## src/rtl/mem_access_stage.sv

```systemverilog
`default_nettype none
// ============================================================================
//  Module   : mem_access_stage
//  Brief    : RV64 MEM-stage load/store unit with req/ack data-memory handshake,
//             byte-lane store shifting and sign/zero-extended load formatting.
//             Optional macro MISALIGN_TRAP_EN: trap misaligned accesses instead
//             of force-aligning them.
//  Revision : 1.0 - initial release
// ============================================================================
module mem_access_stage (
    input  logic        clk,
    input  logic        reset,
    input  logic        valid_in,
    input  logic        memread,
    input  logic        memwrite,
    input  logic        regwrite,
    input  logic        memtoreg,
    input  logic [2:0]  funct3,
    input  logic [63:0] alures,
    input  logic [63:0] writedata,
    input  logic [4:0]  RD,
    output logic        mem_req,
    output logic        mem_we,
    output logic [63:0] mem_addr,
    output logic [7:0]  mem_be,
    output logic [63:0] mem_wdata,
    input  logic        mem_ack,
    input  logic [63:0] mem_rdata,
    output logic        regwriteout,
    output logic        memtoregout,
    output logic [63:0] aluresout,
    output logic [63:0] readmem,
    output logic [4:0]  RDout,
    output logic        stall,
    output logic        misalign_err
);

    typedef enum logic [1:0] {
        S_IDLE = 2'd0,
        S_BUSY = 2'd1,
        S_DONE = 2'd2
    } state_t;

    state_t      state_q, state_d;
    logic        we_q, we_d;
    logic [63:0] addr_q, addr_d;
    logic [7:0]  be_q, be_d;
    logic [63:0] wdata_q, wdata_d;
    logic [2:0]  funct3_q, funct3_d;
    logic [63:0] rdata_q, rdata_d;

    logic        w_mem_op;
    logic [2:0]  w_mask;
    logic        w_trap;
    logic [63:0] w_eff_addr;
    logic [7:0]  w_be;
    logic [63:0] w_wdata;
    logic [63:0] w_shift;
    logic [63:0] w_fmt;

    assign w_mem_op = valid_in & (memread | memwrite);

    // Low address bits that must be zero for a naturally aligned access.
    always_comb begin
        case (funct3[1:0])
            2'b00:   w_mask = 3'b000;
            2'b01:   w_mask = 3'b001;
            2'b10:   w_mask = 3'b011;
            default: w_mask = 3'b111;
        endcase
    end

`ifdef MISALIGN_TRAP_EN
    assign w_trap     = w_mem_op & (state_q == S_IDLE) & (|(alures[2:0] & w_mask));
    assign w_eff_addr = alures;
`else
    assign w_trap     = 1'b0;
    assign w_eff_addr = {alures[63:3], alures[2:0] & ~w_mask};
`endif

    always_comb begin
        case (funct3[1:0])
            2'b00:   w_be = 8'h01 << w_eff_addr[2:0];
            2'b01:   w_be = 8'h03 << w_eff_addr[2:0];
            2'b10:   w_be = 8'h0F << w_eff_addr[2:0];
            default: w_be = 8'hFF;
        endcase
    end

    assign w_wdata = writedata << {w_eff_addr[2:0], 3'b000};

    // Load formatting uses the latched offset/size so it stays valid while BUSY.
    assign w_shift = mem_rdata >> {addr_q[2:0], 3'b000};

    always_comb begin
        case (funct3_q[1:0])
            2'b00:   w_fmt = {{56{~funct3_q[2] & w_shift[7]}},  w_shift[7:0]};
            2'b01:   w_fmt = {{48{~funct3_q[2] & w_shift[15]}}, w_shift[15:0]};
            2'b10:   w_fmt = {{32{~funct3_q[2] & w_shift[31]}}, w_shift[31:0]};
            default: w_fmt = w_shift;
        endcase
    end

    always_comb begin
        state_d  = state_q;
        we_d     = we_q;
        addr_d   = addr_q;
        be_d     = be_q;
        wdata_d  = wdata_q;
        funct3_d = funct3_q;
        rdata_d  = rdata_q;
        case (state_q)
            S_IDLE: begin
                if (w_mem_op && !w_trap) begin
                    state_d  = S_BUSY;
                    we_d     = memwrite;
                    addr_d   = w_eff_addr;
                    be_d     = w_be;
                    wdata_d  = w_wdata;
                    funct3_d = funct3;
                    rdata_d  = 64'd0;
                end
            end
            S_BUSY: begin
                if (mem_ack) begin
                    if (!we_q) rdata_d = w_fmt;
                    state_d = S_DONE;
                end
            end
            S_DONE:  state_d = S_IDLE;
            default: state_d = S_IDLE;
        endcase
    end

    always_ff @(posedge clk or posedge reset) begin
        if (reset) begin
            state_q  <= S_IDLE;
            we_q     <= 1'b0;
            addr_q   <= 64'd0;
            be_q     <= 8'd0;
            wdata_q  <= 64'd0;
            funct3_q <= 3'd0;
            rdata_q  <= 64'd0;
        end else begin
            state_q  <= state_d;
            we_q     <= we_d;
            addr_q   <= addr_d;
            be_q     <= be_d;
            wdata_q  <= wdata_d;
            funct3_q <= funct3_d;
            rdata_q  <= rdata_d;
        end
    end

    assign mem_req      = (state_q == S_BUSY);
    assign mem_we       = we_q;
    assign mem_addr     = {addr_q[63:3], 3'b000};
    assign mem_be       = be_q;
    assign mem_wdata    = wdata_q;

    assign stall        = w_mem_op & (state_q != S_DONE) & ~w_trap;
    assign misalign_err = w_trap;

    // A stalled or trapped instruction becomes a bubble in MEM/WB.
    assign regwriteout  = regwrite & ~stall & ~w_trap;
    assign memtoregout  = memtoreg & ~stall & ~w_trap;
    assign aluresout    = alures;
    assign RDout        = RD;
    assign readmem      = (w_mem_op && (state_q == S_DONE)) ? rdata_q : 64'd0;

endmodule
`default_nettype wire
```

## config.mk

```make
export PLATFORM = sky130hd
export DESIGN_NAME = mem_access_stage
export DESIGN_NICKNAME = d
export VERILOG_FILES = /design/src/rtl/mem_access_stage.sv
export SDC_FILE = /design/constraint.sdc
export NUM_CORES = 1
export LEC_CHECK = 0
export BUFFER_PORTS_ARGS = -buffer_cell sky130_fd_sc_hd__buf_2
export CORE_AREA = 10 10 180 182
export CTS_CLUSTER_SIZE = 40
export DETAILED_ROUTE_END_ITERATION = 6
export DIE_AREA = 0 0 190 192
export GPL_ROUTABILITY_DRIVEN = 1
export PLACE_DENSITY = 0.74
export SETUP_SLACK_MARGIN = 0.05
export SYNTH_ARGS = -nofsm -noshare
export SYNTH_HDL_FRONTEND = slang
export SYNTH_SLANG_ARGS = --single-unit
```

## constraint.sdc

```tcl
create_clock -name clk -period 8 [get_ports clk]
set_input_delay 1.2 -clock clk [delete_from_list [all_inputs] [get_ports clk]]
set_output_delay 1.2 -clock clk [all_outputs]
set_load 0.01 [all_outputs]
```

# == Yosys cells after proc, flatten, opt, wreduce, memory -nomap -nowiden ==
# Index checks and enable logic that the tools add are counted.
# word_totals
out_inout_bits,275
ff_bits,206
inputBits,208
wordCells,53
# classes
mux,11
n_bitwise,12
n_eq_ne,10
n_shift,5
n_reduce_logical,8
# op_table
op,n
64-bit 2-to-1 mux,4
64-bit one-hot mux with 3 select lines,1
64-bit one-hot mux with 2 select lines,1
64-bit by 6-bit << shifter with 64-bit output,1
64-bit by 6-bit >> shifter with 64-bit output,1
8-bit one-hot mux with 3 select lines,1
3-bit one-hot mux with 3 select lines,1
"1-bit by 3-bit << shifter with 8-bit output, first input constant",1
"2-bit by 3-bit << shifter with 8-bit output, first input constant",1
"4-bit by 3-bit << shifter with 8-bit output, first input constant",1
1-bit AND,7
"2-bit by 1-bit == test with 1-bit output, second input constant",3
"2-bit == test, second input constant",3
2-bit zero test,3
"2-bit != test, second input constant",3
2-bit 2-to-1 mux,2
2-bit one-hot mux with 2 select lines,1
2-bit AND reduction,2
4-bit AND reduction,1
3-bit AND,1
3-bit NOT,1
"2-bit by 1-bit != test with 1-bit output, second input constant",1
1-bit NOT,2
2-bit nonzero test,1
2 further kinds,2

# == Logic depth before layout (Yosys ltp) ==
# Gate-level depths: netlist of run 1.
# depth
word_depth,6
ltp_mapped,10
mapped_depth_nobuf,7

# == Least setup slack after synthesis of run 1 ==
# No wires, ideal clock.
# synth_path
kind,in2out
from,input memwrite
to,output readmem[10]
arrival_time_ns,2.258
t_required_ns,6.800
path_buffers,1
path_stages,4
path_slack_ns,4.542
path_cell_list,o21ai_1 nor3b_1 clkbuf_1 and2_1
# synth_between
elab_chain_len,4
# synth_lines
element,line,rtl
start: declaration,15,"input logic memwrite,"
1-bit OR,61,assign w_mem_op = valid_in & (memread | memwrite);
1-bit AND,61,
1-bit logical AND,169,assign readmem = (w_mem_op && (state_q == S_DONE)) ? rdata_q : 64'd0;
64-bit 2-to-1 mux,169,
end: declaration,32,"output logic [63:0] readmem,"
# No other way between the ends.

# == Final worst setup path of run 1 ==
# layout_path
from,input memwrite
to,output readmem[34]
# The elaborated chain is that of the path after synthesis.

==> results summary, run 1 <==
The worst endpoint required time is 6.80 ns. The count of routing violations after the opening detailed-route iteration came out at 993. The maximum clock frequency came out at 0.273 GHz. Data on the critical path arrives at its endpoint at 2.46 ns. The detail route stage leaves a number of antenna-violating nets equal to 0.

The number of cells traversed by the worst register-to-register path is 6. The routed wire length came out at 44600 um. The via density per instance is 5.57. The global-route wire length before repair came out at 66800 um.

CTS built an H-tree with a depth of 1. The worst slack on hold paths came out at 0.472 ns. TritonCTS built the clock tree.

The overall via count from detail_route is 11006. The synthesized netlist occupies a cell area of 0.0126 mm2. Synthesis produced a netlist whose cell count is 1289. The CTS clock-pin slew for the worst setup and hold paths is 0.06 ns. Following the worst setup path forward leads to its endpoint at readmem[34]. The worst min-delay path class is reg -> reg. The maximum vdd ir drop came out at 0.000153 V.

The number of buffers added on ports came out at 468. The register-to-register setup slack is 4.94 ns. The effective utilization at floorplan came out at 44.0%.

The measured slew at the worst slew-check pin is 1.07 ns. The post-cts sizing count is 0. The classification of the worst setup path is in -> out. The detailed placer's ending HPWL came out at 33900 um. The origin of the worst setup path is memwrite. The final net count is 1781. The die covers 0.0365 mm2. Adding up every negative setup slack in the final design gives 0 ns. The number of clock sinks came out at 206. The max-slew violation count was 0. The count of cell types in the netlist came out at 47. In the final routed layout, each cell accounts on average for 22.6 um. The number of global-route vias before repair was 11193.

The tool flagged a number of max-cap violations equal to 0. For the worst-skew pair, the clock arrives at the later sink with an insertion delay of 0.52 ns. The total congestion overflow after global routing is 0. The largest buffer count on any clock path came out at 3. The tree is rooted in a sky130_fd_sc_hd__clkbuf_16. Global routing used 23.0% of the available tracks across all layers. STA classifies the critical path startpoint as a primary input.

The area added between synthesis and finish is 18.6%. The hold-fix buffer count after cts is 0. For the final database, setup skew stands at 0.0126 ns. Leaving out fill and tap cells, the most frequent cell in the layout is sky130_fd_sc_hd__buf_2. The average cell area after synthesis is 9.76 um2.

The leakage power came out at 0.00741 uW. The post-CTS setup buffer count is 0. The library cells used most frequently in the layout, excluding fill and tap cells, are sky130_fd_sc_hd__buf_2 (468), sky130_fd_sc_hd__dfrtp_1 (203), sky130_fd_sc_hd__nand2_1 (173). Of all nets on the critical path, the largest fanout is 64.

The final critical-path share of the clock period is 45.8%. The congestion estimate from routability-driven global placement came to 0.932. The number of cell rows is 62. In this run the vertical extent of the chip is 192 um. The worst setup path is captured at a primary output. The power density relative to cell area came out at 283 mW/mm2. Entering global routing, the biggest net connects 142 pins. The number of iterations in the first detailed-routing pass came out at 7. The TritonCTS buffer count came out at 24. The max-slew headroom at the worst pin is 28.4%.

The endpoint identified for the worst register-to-register timing path is rdata_q[41]. The completed layout was analyzed and its total power is 4230 uW. Setup repair after global routing left no endpoint under its margin. The number of register bits inferred by synthesis came out at 206. The horizontal die dimension is 190 um. The startpoint identified for the worst register-to-register timing path is addr_q[2]. The final hold violation count is 0.

The number of endpoints failing setup at the final stage is 0. The total core area is 0.0286 mm2. The sequential area share after synthesis came out at 41.0%.

The flow ran to the end, and the final reports show no timing, DRC or antenna violations. The time the worst path needs with I/O delays and setup is 3.66 ns. The number of antenna violations at the first check in global routing came out at 5. The number of placed I/O pins is 483. The total number of yosys warnings came out at 0.

The utilization of the core after routing is 52.2%. The fraction of final layout cells sized beyond drive strength 1 came out at 40.4%. The residual DRC count came out at 0.
## state kept, by name, summed over array words and instances (netlist names)
signal     flops
rdata_q       64
funct3_q       3
addr_q        64
mem_we         1
state_q        2
mem_be         8
mem_wdata     64
## cells in the mapped netlist, drive strengths merged
| master | n | area share (%) |
|---|---|---|
| nor2 | 41 | 1.2 |
| conb | 1 | 0.030 |
| buf | 176 | 9.8 |
| inv | 13 | 0.39 |
| nor3 | 2 | 0.16 |
| dfrtp | 206 | 41 |
| and2 | 70 | 3.5 |
| nor3b | 2 | 0.12 |
| a31oi | 3 | 0.20 |
| nand2b | 12 | 0.60 |
| a21oi | 58 | 2.3 |
| clkbuf | 55 | 1.7 |
| nand2 | 174 | 5.2 |
| mux2i | 108 | 8.7 |
| o31ai | 18 | 1.1 |
| a22o | 25 | 1.7 |
| nand3b | 2 | 0.12 |
| mux2 | 71 | 6.4 |
| ha | 4 | 0.40 |
| o221a | 7 | 0.63 |
| a32oi | 1 | 0.070 |
| o2bb2ai | 8 | 0.56 |
| mux4 | 21 | 3.8 |
| or2 | 4 | 0.20 |
| o21ai | 111 | 4.4 |
| or3b | 1 | 0.070 |
| o22ai | 27 | 1.4 |
| a221o | 16 | 1.3 |
| a21o | 1 | 0.060 |
| a211oi | 17 | 1.0 |
| or3 | 2 | 0.099 |
| nor2b | 13 | 0.65 |
| a221oi | 17 | 1.2 |
| a21boi | 1 | 0.060 |
| nor4bb | 1 | 0.080 |
## power breakdown
part	internal [uW]	switching [uW]	total, uW	leakage (uW)
Clock	682	454	1140	0.000398
Combinational	637	870	1510	0.00439
Sequential	1360	225	1580	0.00261
Total	2680	1550	4230	0.00741
## worst min path at each step
stage                        startpoint             to  slack (ns)  depth (start not counted)
after floorplan             rdata_q[40]    rdata_q[40]        0.44                          2
after global placement       rdata_q[5]     rdata_q[5]        0.45                          2
after detailed placement    rdata_q[60]    rdata_q[60]        0.46                          2
after CTS                   rdata_q[60]    rdata_q[60]        0.48                          2
after global routing      mem_wdata[56]  mem_wdata[56]        0.49                          2
final                     mem_wdata[62]  mem_wdata[62]        0.47                          2
## metrics by stage
stage | std cells | worst slack (ns) | instance area (um2)
4_1_cts | 1971 | 4.32 | 14900
3_5_place_dp | 1927 | 4.19 | 14100
6_report | 1975 | 4.34 | 14900
3_3_place_gp | 1927 | 4.24 | 14100
2_1_floorplan | 1292 | 1.18 | 12600
5_1_grt | 1974 | 4.20 | 14900
## cell type report
| cell class | count | area, um2 |
|---|---|---|
| antenna | 4 | 10.0 |
| clock buffer | 35 | 713 |
| clock inverter | 9 | 100 |
| fill | 2644 | 13700 |
| inverter | 13 | 56.3 |
| multi-input combinational | 842 | 5970 |
| sequential | 206 | 5160 |
| tap | 384 | 480 |
| timing repair buffer | 482 | 2450 |
## cell families after synthesis
group	Yosys count	share of synthesized area [%]
compound gates	310	16.0
other cells	1	0.0298
flops	206	41.0
mux	200	18.8
simple gates	324	12.0
fa+ha+maj	4	0.398
buf+inv	244	11.8
## worst max-delay path, stage by stage
cell and delay, ns:
sky130_fd_sc_hd__buf_2 0.12, sky130_fd_sc_hd__o21ai_1 0.18, sky130_fd_sc_hd__nor3b_2 0.21, sky130_fd_sc_hd__buf_4 0.40, sky130_fd_sc_hd__and2_1 0.19, sky130_fd_sc_hd__buf_2 0.14
## routing by layer
layer	global-route usage, %	up-vias	routed length, um
li1	-	4998	-
met1	28.7	5321	17400
met2	37.9	614	21800
met3	6.53	71	4370
met4	6.75	2	1100
met5	0	-	16
No activity file was read; power rests on OpenSTA's default activity.
==> run 2, diff against run 1 <==
- ABC_AREA: default -> 1
- CORE_AREA: 10 10 180 182 -> default
- CORE_MARGIN: default -> 10
- CORE_UTILIZATION: default -> 46
- DIE_AREA: 0 0 190 192 -> default
- PLACE_DENSITY: 0.74 -> 0.79
- clock period: 8 -> 3 ns (I/O delays scaled with it)
==> results summary, run 2 <==
The largest buffer count on any clock path came out at 3 (unchanged). The part of the power in the clock network came out at 25.8% (was 26.9%). The height of the chip is 190 um (was 192 um).

The clock latency on the worst-skew pair came out at 0.52 ns (about the same). The number of endpoints failing setup at the final stage came out at 0 (unchanged). The utilization of the core after routing is 54.9% (was 52.2%). The count of filler cells inserted in the layout is 2791 (was 2644).

The worst slack on hold paths was 0.131 ns (was 0.472 ns). The maximum number of pins on one net before global-route repair is 81 (was 142). The global router's overall resource usage came out at 27.5% (was 23.0%). The routed wire length is 51900 um (was 44600 um). The cell with the most instances after synthesis was sky130_fd_sc_hd__nand2_1 (was sky130_fd_sc_hd__dfrtp_1).

The worst endpoint required time came out at 2.55 ns (was 6.80 ns). The global placement routability congestion is 1.00 (was 0.932). The async set-reset flop share out of synthesis is 100% (unchanged). The number of maximum-capacitance constraint violations is 0 (unchanged). The number of synthesized flops with an enable pin came out at 0 (unchanged).

The final critical-path share of the clock period came out at 84.1%. Most common library cells after synthesis: sky130_fd_sc_hd__nand2_1 (757), sky130_fd_sc_hd__dfrtp_1 (206), sky130_fd_sc_hd__o21ai_0 (195) (was sky130_fd_sc_hd__dfrtp_1 (206), sky130_fd_sc_hd__nand2_1 (174), sky130_fd_sc_hd__buf_4 (136)). The measured slew at the worst slew-check pin came out at 0.851 ns (was 1.07 ns).

The worst min-delay path class is in -> reg (was reg -> reg). The origin of the worst setup path is state_q[0] (was memwrite). The number of buffers added on ports came out at 468 (unchanged). Highest-count cells in the layout ignoring fill and taps: sky130_fd_sc_hd__nand2_1 (756), sky130_fd_sc_hd__buf_2 (468), sky130_fd_sc_hd__dfrtp_1 (205) (was sky130_fd_sc_hd__buf_2 (468), sky130_fd_sc_hd__dfrtp_1 (203), sky130_fd_sc_hd__nand2_1 (173)). The number of cells on the worst hold path was 3 (was 2). Subtracting the final worst setup slack from the clock period gives 2.52 ns. The effective utilization at floorplan came out at 46.6% (was 44.0%). The leading cell type in the layout, fill and taps excluded is sky130_fd_sc_hd__nand2_1 (was sky130_fd_sc_hd__buf_2).

The via density per instance is 5.22 (was 5.57). The total placed cells including tap cells came out at 2564 (was 1927). The max-slew violation count is 0 (unchanged). The source of the worst register-to-register timing path was state_q[1] (was addr_q[2]).

The total core area came out at 0.0286 mm2 (unchanged). The number of antenna violations at the first check in global routing is 6 (was 5). The number of cell rows is 62 (unchanged). The residual DRC count is 0 (unchanged). The fraction of synthesized cell area taken by the top area cell type came to 38.7% (was 41.0%).

The horizontal die dimension came out at 190 um (about the same). The power density relative to cell area came to 761 mW/mm2 (was 283 mW/mm2). The worst setup slack before clock tree synthesis came out at 0.346 ns (was 4.19 ns). The global-route wire length before repair came to 79100 um (was 66800 um). The proportion of total power due to net switching is 41.3% (was 36.6%). The clock skew is 0.0130 ns (was 0.0126 ns). The number of global-route vias before repair is 13577 (was 11193).

The total number of yosys warnings is 0 (unchanged). The final critical-path setup slack came out at 0.476 ns (was 4.34 ns). The number of clock sinks is 206 (unchanged). The CTS clock-pin slew for the worst setup and hold paths came out at 0.06 ns (about the same). The number of placed I/O pins is 483 (unchanged). The max-slew headroom at the worst pin is 43.2% (was 28.4%). The fraction of final layout cells sized beyond drive strength 1 came out at 26.5% (was 40.4%). Area contributors post-synth: sky130_fd_sc_hd__dfrtp_1 (39%), sky130_fd_sc_hd__nand2_1 (21%), sky130_fd_sc_hd__buf_4 (8.0%) (was sky130_fd_sc_hd__dfrtp_1 (41%), sky130_fd_sc_hd__mux2i_1 (8.5%), sky130_fd_sc_hd__buf_4 (8.1%)). The detailed placer's ending HPWL came out at 40500 um (was 33900 um).

The register-to-register setup slack is 0.76 ns (was 4.94 ns). The final hold violation count came out at 0 (unchanged). The buffer type at the clock tree root is sky130_fd_sc_hd__clkbuf_16 (unchanged).

The endpoint kind of the worst setup timing path was a primary output (unchanged). The summed area of non-filler cells in the final layout is 0.0157 mm2 (was 0.0149 mm2). The floorplan die area came out at 0.0362 mm2 (was 0.0365 mm2).

The endpoint with the worst hold slack is addr_q[46] (was mem_wdata[62]). The maximum vdd ir drop came out at 0.000584 V (was 0.000153 V). The worst endpoint data arrival time came out at 2.07 ns (was 2.46 ns). The hold path startpoint is alures[46] (was mem_wdata[62]). The main flop type after synthesis is sky130_fd_sc_hd__dfrtp_1 (unchanged). The internal cell power is 7020 uW (was 2680 uW). The combinational power share is 38.7% (was 35.6%). RSZ-0062 raised after global routing: false (unchanged).

The number of register bits inferred by synthesis came out at 206 (unchanged). The count of cell types in the netlist is 39 (was 47). The combined area of all synthesized cells came out at 0.0133 mm2 (was 0.0126 mm2). The post-cts sizing count came out at 0 (unchanged). The switching power total came out at 4940 uW (was 1550 uW). The average cell area after synthesis came to 6.88 um2 (was 9.76 um2). The post-CTS setup buffer count is 0 (unchanged). The classification of the worst setup path is reg -> out (was in -> out). The combined flip-flop and latch cell area was 0.00516 mm2 (about the same). The number of iterations in the first detailed-routing pass is 7 (unchanged). The count of routing violations after the opening detailed-route iteration came out at 1377 (was 993). The area occupied by multi-input gates came out at 0.00596 mm2 (was 0.00597 mm2). The TritonCTS buffer count is 24 (unchanged). The kind of launch point of the worst setup path is a flip-flop (was primary input). The area added between synthesis and finish is 17.9% (was 18.6%). The sequential share of power is 35.5% (was 37.5%).

The number of levels in the clock H-tree is 1 (unchanged). The leakage power is 0.00887 uW (was 0.00741 uW). The number of cells traversed by the worst register-to-register path was 6 (unchanged).

The total congestion overflow after global routing came out at 0 (unchanged). The endpoint of the worst-slack reg-to-reg timing path was mem_wdata[26] (was rdata_q[41]). The final routed wire length divided by cell count came out at 19.8 um (was 22.6 um).

The maximum fanout along the worst path is 44 (was 64). The sequential area share after synthesis came out at 38.7% (was 41.0%). The leading area contributor after synthesis is sky130_fd_sc_hd__dfrtp_1 (unchanged). The cell count after synthesis came out at 1936 (was 1289). The CTS tree was built (unchanged).

Static timing analysis puts the maximum clock frequency at 0.396 GHz. The overall via count from detail_route came out at 13644 (was 11006). Status: completed (unchanged). The number of nets with antenna violations after detailed routing came to 0 (unchanged). The final net count is 2419 (was 1781). The count of non-filler cells in the finished layout is 2615 (was 1975). The cell area after placement came out at 0.0148 mm2 (was 0.0141 mm2).
-- run 2: cell count changes after synthesis, sizes merged, moves of 29 or more --
cell	delta
nand2	+603
inv	+141
mux2i	-108
o21ai	+94
nand3	+87
mux2	-71
and2	-70
nor2	+59
o21bai	+34
buf	+33
o211ai	+29
-- run 2: kinds of logic (layout without fill, tap and decap cells) --
| logic type | after synthesis | count (layout) | share of synthesized area, % |
|---|---|---|---|
| AOI/OAI and AO/OA | 331 | 331 | 14.4 |
| adders and majority gates | 4 | 4 | 0.376 |
| buffers and inverters | 409 | 695 | 16.8 |
| DFF | 206 | 206 | 38.7 |
| other | 1 | 10 | 0.0281 |
| and+or+nand+nor | 985 | 985 | 29.8 |
-- run 2: worst max path at each step --
stage / endpoint
floorplan: addr_q[0]
global placement: mem_wdata[51]
detailed placement: mem_wdata[53]
CTS: readmem[32]
global route: readmem[48]
finish: readmem[32]
-- run 2: what timing repair did --
item / 4_1_cts / 5_1_grt
setup endpoints to repair: 0 / 0
hold buffers: 1 / 0
hold endpoints to repair: 14 / 0
-- run 2: metrics by stage --
stage               total power [uW]  TNS, ns
finish                         12000        0
CTS                            12000        0
floorplan                       7500   -25.19
detailed placement              8880        0
global route                   12700        0
global placement                8810        0
-- run 2: critical path: stages, from the launching register on --
cell	delay [ns]
sky130_fd_sc_hd__dfrtp_1	0.41
sky130_fd_sc_hd__inv_1	0.11
sky130_fd_sc_hd__nand3_2	0.41
sky130_fd_sc_hd__buf_12	0.35
sky130_fd_sc_hd__nor2_1	0.11
sky130_fd_sc_hd__buf_2	0.14
-- run 2: per-layer routing --
layer	share of wire, %	global-route usage, %	vias up	wire, um
li1	-	-	6495	-
met1	39	33.2	6407	20100
met2	49	46.7	657	25300
met3	9.1	7.03	83	4740
met4	3.4	9.18	2	1750
met5	0.025	0	-	13
-- run 2: power by group through the flow --
stage / Clock, uW / Sequential [uW] / Combinational (uW)
6_report: 3090 / 4240 / 4630
5_1_grt: 3240 / 4330 / 5140
4_1_cts: 3140 / 4220 / 4650
3_5_place_dp: 0 / 4240 / 4640
3_3_place_gp: 0 / 4240 / 4560
2_1_floorplan: 0 / 4210 / 3290
-- run 2: area by class of cell --
type | count | share of cell area (%)
antenna | 6 | 0.0955
clock buffer | 33 | 4.55
clock inverter | 11 | 0.812
inverter | 155 | 3.77
multi-input combinational | 1324 | 37.9
sequential | 206 | 32.8
tap | 384 | 3.06
timing repair buffer | 496 | 17.0
